`config.mk`:
```
export PLATFORM = sky130hd
export DESIGN_NAME = fib_engine_flat
export DESIGN_NICKNAME = d
export VERILOG_FILES = /design/src/rtl/fib_engine_if.sv /design/src/rtl/fib_engine.sv /design/src/flat_wrapper.sv
export SDC_FILE = /design/constraint.sdc
export NUM_CORES = 1
export LEC_CHECK = 0
export BUFFER_PORTS_ARGS = -buffer_cell sky130_fd_sc_hd__buf_2
export CORE_UTILIZATION = 35
export DETAILED_ROUTE_END_ITERATION = 6
export HOLD_SLACK_MARGIN = 0.06
export PLACE_DENSITY_LB_ADDON = 0.08
export SLEW_MARGIN = 20
export SYNTH_ARGS = -nofsm -noshare
export SYNTH_HDL_FRONTEND = slang
export SYNTH_SLANG_ARGS = --single-unit
```
`constraint.sdc`:
```
create_clock -name clk -period 2.3 [get_ports clk]
set_clock_uncertainty 0.1 [all_clocks]
set_input_delay 0.345 -clock clk [delete_from_list [all_inputs] [get_ports clk]]
set_output_delay 0.345 -clock clk [all_outputs]
set_load 0.02 [all_outputs]
```
`src/rtl/fib_engine_if.sv`:
```
// rtl/fib_engine_if.sv - start/done request bus between a controller and fib_engine
//
// Purpose: groups the request strobe/operands and the completion outputs of
// the Fibonacci engine so that a controller and the engine connect through
// one port.
//
// Signals:
//   start    controller -> engine  request strobe
//   nth      controller -> engine  term count n (N_W bits)
//   mode     controller -> engine  0 = F(n), 1 = S(n) = F(1)+...+F(n)
//   busy     engine -> controller  request in progress
//   result   engine -> controller  last completed result (DATA_W bits)
//   out_en   engine -> controller  one-cycle completion pulse
//   overflow engine -> controller  true value of last result exceeded 2^DATA_W-1
//
// Modports: master (controller side), slave (engine side).

interface fib_engine_if #(
  parameter int DATA_W = 20,
  parameter int N_W    = 8
);
  logic              start;
  logic [N_W-1:0]    nth;
  logic              mode;
  logic              busy;
  logic [DATA_W-1:0] result;
  logic              out_en;
  logic              overflow;

  modport master (
    output start, nth, mode,
    input  busy, result, out_en, overflow
  );

  modport slave (
    input  start, nth, mode,
    output busy, result, out_en, overflow
  );
endinterface

```
`src/rtl/fib_engine.sv`:
```
// rtl/fib_engine.sv - iterative Fibonacci term / prefix-sum engine with overflow flag
//
// Purpose: on an accepted start, iterates the Fibonacci recurrence n times
// (one step per cycle) and returns either F(n) or S(n) = F(1)+...+F(n),
// together with a flag telling whether the true value exceeded 2^DATA_W-1.
// Latency from accept to out_en is n+1 cycles.
//
// Parameters:
//   DATA_W  result/accumulator width (>= 2)
//   N_W     width of the nth operand
//
// Ports:
//   clk     single clock, rising edge
//   reset   synchronous, active-high
//   bus     fib_engine_if.slave (start/nth/mode in; busy/result/out_en/overflow out)
//
// Build option:
//   FIB_SATURATE_EN  defined   -> a1/acc clamp to all-ones once they overflow
//                    undefined -> arithmetic wraps modulo 2^DATA_W

module fib_engine #(
  parameter int DATA_W = 20,
  parameter int N_W    = 8
) (
  input  logic         clk,
  input  logic         reset,
  fib_engine_if.slave  bus
);

  typedef enum logic {IDLE, CALC} state_t;

  state_t state, state_nxt;

  logic [N_W-1:0]    cnt;
  logic              mode_q;
  logic [DATA_W-1:0] a0, a1, acc;
  logic              ovf_a0, ovf_a1, ovf_acc;
  logic [DATA_W-1:0] result_q;
  logic              out_en_q;
  logic              overflow_q;

  // Control strobes decoded from the state (output process).
  logic busy;
  logic load;
  logic step;
  logic done;

  // Iteration datapath: carries come from the extra top bit of each sum.
  logic [DATA_W:0]   sum_a, sum_acc;
  logic              ovf_a1_nxt, ovf_acc_nxt;
  logic [DATA_W-1:0] a1_nxt, acc_nxt;

  assign sum_a   = {1'b0, a0}  + {1'b0, a1};
  assign sum_acc = {1'b0, acc} + {1'b0, a1};

  // Flags are sticky: once a term has overflowed, every later term and every
  // later prefix sum has overflowed as well.
  assign ovf_a1_nxt  = ovf_a1 | sum_a[DATA_W];
  assign ovf_acc_nxt = ovf_acc | sum_acc[DATA_W] | ovf_a1;

`ifdef FIB_SATURATE_EN
  assign a1_nxt  = ovf_a1_nxt  ? {DATA_W{1'b1}} : sum_a[DATA_W-1:0];
  assign acc_nxt = ovf_acc_nxt ? {DATA_W{1'b1}} : sum_acc[DATA_W-1:0];
`else
  assign a1_nxt  = sum_a[DATA_W-1:0];
  assign acc_nxt = sum_acc[DATA_W-1:0];
`endif

  // State register.
  always_ff @(posedge clk) begin
    if (reset) state <= IDLE;
    else       state <= state_nxt;
  end

  // Next-state logic.
  always_comb begin
    state_nxt = state;
    case (state)
      IDLE: if (bus.start)      state_nxt = CALC;
      CALC: if (cnt == '0)      state_nxt = IDLE;
      default:                  state_nxt = IDLE;
    endcase
  end

  // Output / control decode.
  always_comb begin
    busy = 1'b0;
    load = 1'b0;
    step = 1'b0;
    done = 1'b0;
    case (state)
      IDLE: load = bus.start;
      CALC: begin
        busy = 1'b1;
        step = (cnt != '0);
        done = (cnt == '0);
      end
      default: ;
    endcase
  end

  // Datapath and registered completion outputs.
  always_ff @(posedge clk) begin
    if (reset) begin
      cnt        <= '0;
      mode_q     <= 1'b0;
      a0         <= '0;
      a1         <= '0;
      acc        <= '0;
      ovf_a0     <= 1'b0;
      ovf_a1     <= 1'b0;
      ovf_acc    <= 1'b0;
      result_q   <= '0;
      out_en_q   <= 1'b0;
      overflow_q <= 1'b0;
    end else begin
      out_en_q <= 1'b0;
      if (load) begin
        cnt     <= bus.nth;
        mode_q  <= bus.mode;
        a0      <= '0;
        a1      <= {{(DATA_W-1){1'b0}}, 1'b1};
        acc     <= '0;
        ovf_a0  <= 1'b0;
        ovf_a1  <= 1'b0;
        ovf_acc <= 1'b0;
      end
      if (step) begin
        a0      <= a1;
        a1      <= a1_nxt;
        acc     <= acc_nxt;
        cnt     <= cnt - N_W'(1);
        ovf_a0  <= ovf_a1;
        ovf_a1  <= ovf_a1_nxt;
        ovf_acc <= ovf_acc_nxt;
      end
      if (done) begin
        result_q   <= mode_q ? acc : a0;
        overflow_q <= mode_q ? ovf_acc : ovf_a0;
        out_en_q   <= 1'b1;
      end
    end
  end

  assign bus.busy     = busy;
  assign bus.result   = result_q;
  assign bus.out_en   = out_en_q;
  assign bus.overflow = overflow_q;

endmodule

```
`src/flat_wrapper.sv`:
```
// flat-port wrapper written by rule: the top's interface ports become plain ports
module fib_engine_flat 
#(
  parameter int DATA_W = 20,
  parameter int N_W    = 8
)
  (clk, reset, bus_start, bus_nth, bus_mode, bus_busy, bus_result, bus_out_en, bus_overflow);
  fib_engine_if #(.DATA_W(DATA_W), .N_W(N_W)) bus_i ();
  input  logic clk;
  input  logic reset;
  input wire logic [$bits(bus_i.start)-1:0] bus_start;
  input wire logic [$bits(bus_i.nth)-1:0] bus_nth;
  input wire logic [$bits(bus_i.mode)-1:0] bus_mode;
  output wire logic [$bits(bus_i.busy)-1:0] bus_busy;
  output wire logic [$bits(bus_i.result)-1:0] bus_result;
  output wire logic [$bits(bus_i.out_en)-1:0] bus_out_en;
  output wire logic [$bits(bus_i.overflow)-1:0] bus_overflow;
  assign bus_i.start = bus_start;
  assign bus_i.nth = bus_nth;
  assign bus_i.mode = bus_mode;
  assign bus_busy = bus_i.busy;
  assign bus_result = bus_i.result;
  assign bus_out_en = bus_i.out_en;
  assign bus_overflow = bus_i.overflow;
  fib_engine #(.DATA_W(DATA_W), .N_W(N_W)) u_core (.clk(clk), .reset(reset), .bus(bus_i));
endmodule
```
==> results.tsv <==
stage	metric	value	unit
outcome	outcome	finished with violations	
outcome	failing checks	design-rule violations, negative setup slack	
setup_path	Arr. time, crit path	2.49	ns
routing	initial drt markers	231	
timing	Setup WS post-layout	-0.0602	ns
logic_synthesis	synth unique cells	59	
global_route	vias in the first global route	4685	
global_route	antenna violations before repair	0	
logic_synthesis	Synth Register Bits	95	
finish	most frequent cells in the layout	nor2_1 (87), dfxtp_1 (87), buf_4 (73)	
logic_synthesis	top_reg_cell synth	dfxtp_1	
logic_synthesis	Syn Nets	684	
place	GP Congestion	0.786	
timing	Max Clock Freq	0.424	GHz
die	Die ar.	15700	sq um
flow_run	max cap viols	0	
die	die width	125	um
clock_network	Root Buffer	clkbuf_16	
timing	RSZ-0062 raised after global routing	true	
timing	actual slew at the worst max-slew pin	0.539	ns
routing	post-DR wirelength/cell	15.8	um
global_route	largest net degree at the start of global routing	47	
logic_synthesis	Synth top area share	35.7	%
clock_network	hold buffers post-CTS	0	
routing	via count	4825	
logic_synthesis	number of synthesized flops with an enable pin	0	
timing	Relative slew margins	64.1	%
die	initial core utilization	36.3	%
clock_network	TritonCTS Buffers	9	
die	die height	125	um
clock_network	TritonCTS clock tree	yes	
logic_synthesis	Seq/Total Area, Yosys	35.7	%
setup_path	CP endpoint kind	register	
die	Rows	44	
die	core area	14700	sq um
clock_network	Longest Clk Path Bufs	2	
routing	final antenna-violating net count	0	
clock_network	worst skew pair latency	0.36	ns
logic_synthesis	Post-Syn Area per Cell	8.48	sq um
finish	P&R area growth vs syn	27.8	%
clock_network	CTS clock-pin slew for the worst setup and hold paths	0.07	ns
logic_synthesis	yosys synthesis warning count	0	
logic_synthesis	most area-hungry cell type in the Yosys netlist	dfxtp_1	
finish	nets	773	
finish	share of cells above drive strength 1	25.0	%
logic_synthesis	Async SR Flop Fraction	0	%
clock_network	CTS sink cnt	95	
die	IO Pins	35	
pwr	maximum vdd drop	0.330	mV
pwr	leakage	2.78	nW
setup_path	Crit Path Max Fanout	5	
timing	Setup-failing EPs final	4	
finish	n_diodes	0	
timing	Final Hold Viols	0	
logic_synthesis	cell count after synthesis	629	
pwr	Pwr Density	579	nW/um^2
setup_path	Required @ worst endpoint	2.43	ns
clock_network	# H-tree levels	3	
timing	part of the cycle the worst path needs	103	%
timing	worst hold slack	0.138	ns
place	Buffers on Ports	34	
routing	Residual DRC	2	
timing	Tmin final	2.36	ns
logic_synthesis	Mapped Area	5330	sq um
global_route	total track usage	18.8	%
setup_path	Setup CP Type	register to register	
global_route	global-route wire length before repair	23.7	mm
setup_path	Critical Path Source Type	register	
timing	max-slew violation count	0	
min_path	Worst Hold Class	input pin to register	
routing	via/cell ratio	5.32	
place	hpwl dp	10.3	mm
routing	first drt pass iteration count	7	
global_route	total gr overflow	0	
routing	Total Routed Length	14.4	mm
pwr	Pwr Total	3.95	mW
logic_synthesis	Synth area leaders	dfxtp_1 (36%), ha_1 (9.6%), nor2_1 (6.3%), a22oi_1 (4.4%), mux2i_1 (4.3%)	
## synthesized netlist by cell type (8+ instances only)
cell type / number
dfxtp_1: 95
buf_2: 8
xnor2_1: 15
ha_1: 41
nand2_1: 60
xor2_1: 18
a21oi_1: 41
a22oi_1: 31
mux2i_1: 23
a211oi_1: 25
nor3_1: 8
clkbuf_1: 25
nor2_1: 89
inv_1: 9
o21ai_0: 37
a21o_1: 10
## layer usage
layer / vias up / track usage (%) / routed length (um)
met2: 63 / 31.9 / 6870
met4: 0 / 4.30 / 105
li1: 2467 / - / -
met5: - / 0 / 0
met3: 7 / 3.94 / 389
met1: 2288 / 24.4 / 7010
## state kept, by name (all words and copies together) (netlist names), 8 cells and up
register and flops:
u_core.acc 20, u_core.cnt 8, u_core.bus.result 20, u_core.a0 20, u_core.a1 20
## power breakdown
part           internal [mW]  switching [mW]
clock                  0.911           0.692
combinational          0.211           0.363
sequential              1.72          0.0535
total                   2.84            1.11
## repair_timing
action / in CTS / in global routing
endpoints found under the setup margin: 13 / 48
endpoints found under the hold margin: 0 / 0
buffers inserted: 3 / 2
pin swaps: 16 / 11
gates resized for setup: 25 / 33
## worst paths after layout
kind | from | endpoint | slack (ns) | cells after the start
max | u_core.a0[7] | u_core.a1[15] | -0.06 | 8
min reg2reg | u_core.acc[10] | u_core.acc[10] | 0.38 | 2
min | bus_nth[0] | u_core.cnt[0] | 0.14 | 3
max reg2reg | u_core.a0[7] | u_core.a1[15] | -0.06 | 8
## area by class of cell
cell class,instances,area [sq um]
Tap cell,184,230
Sequential cell,95,1920
Inverter,9,33.8
Fill cell,1447,7890
Multi-Input combinational cell,492,3530
Clock buffer,11,253
Clock inverter,5,63.8
Timing Repair Buffer,111,790
## kinds of logic (layout without fill, tap and decap cells)
| logic type | Yosys count | in the layout | synth area share, % |
|---|---|---|---|
| AO/OA/AOI/OAI | 193 | 193 | 24.5 |
| flip-flops | 95 | 95 | 35.7 |
| buffers and inverters | 42 | 136 | 3.14 |
| multiplexers | 23 | 23 | 4.32 |
| AND/OR/NAND/NOR | 200 | 200 | 16.5 |
| XOR/XNOR | 33 | 33 | 5.42 |
| adder cells (fa/ha/maj) | 43 | 43 | 10.4 |
## metrics by stage
step,instances,instance area (sq um),TNS (ns),setup slack (ns),utilization (%)
2_1_floorplan,629,5340,-0.0250,-0.0250,-
3_3_place_gp,886,6180,-0.452,-0.0751,42.1
3_5_place_dp,886,6180,-0.938,-0.164,42.1
4_1_cts,905,6670,-0.0847,-0.0466,45.4
5_1_grt,907,6810,-0.893,-0.0939,46.4
6_report,907,6810,-0.125,-0.0602,46.4
## worst max-delay path, stage by stage, from the launching register on
cell and delay, ns:
dfxtp_1 0.34, ha_1 0.35, and3_1 0.19, a221oi_2 0.24, nand2b_1 0.14, a41o_4 0.32, a221oi_2 0.30, xor2_1 0.16
o21ai_0 0.09
(Power assumes the default switching activity.)
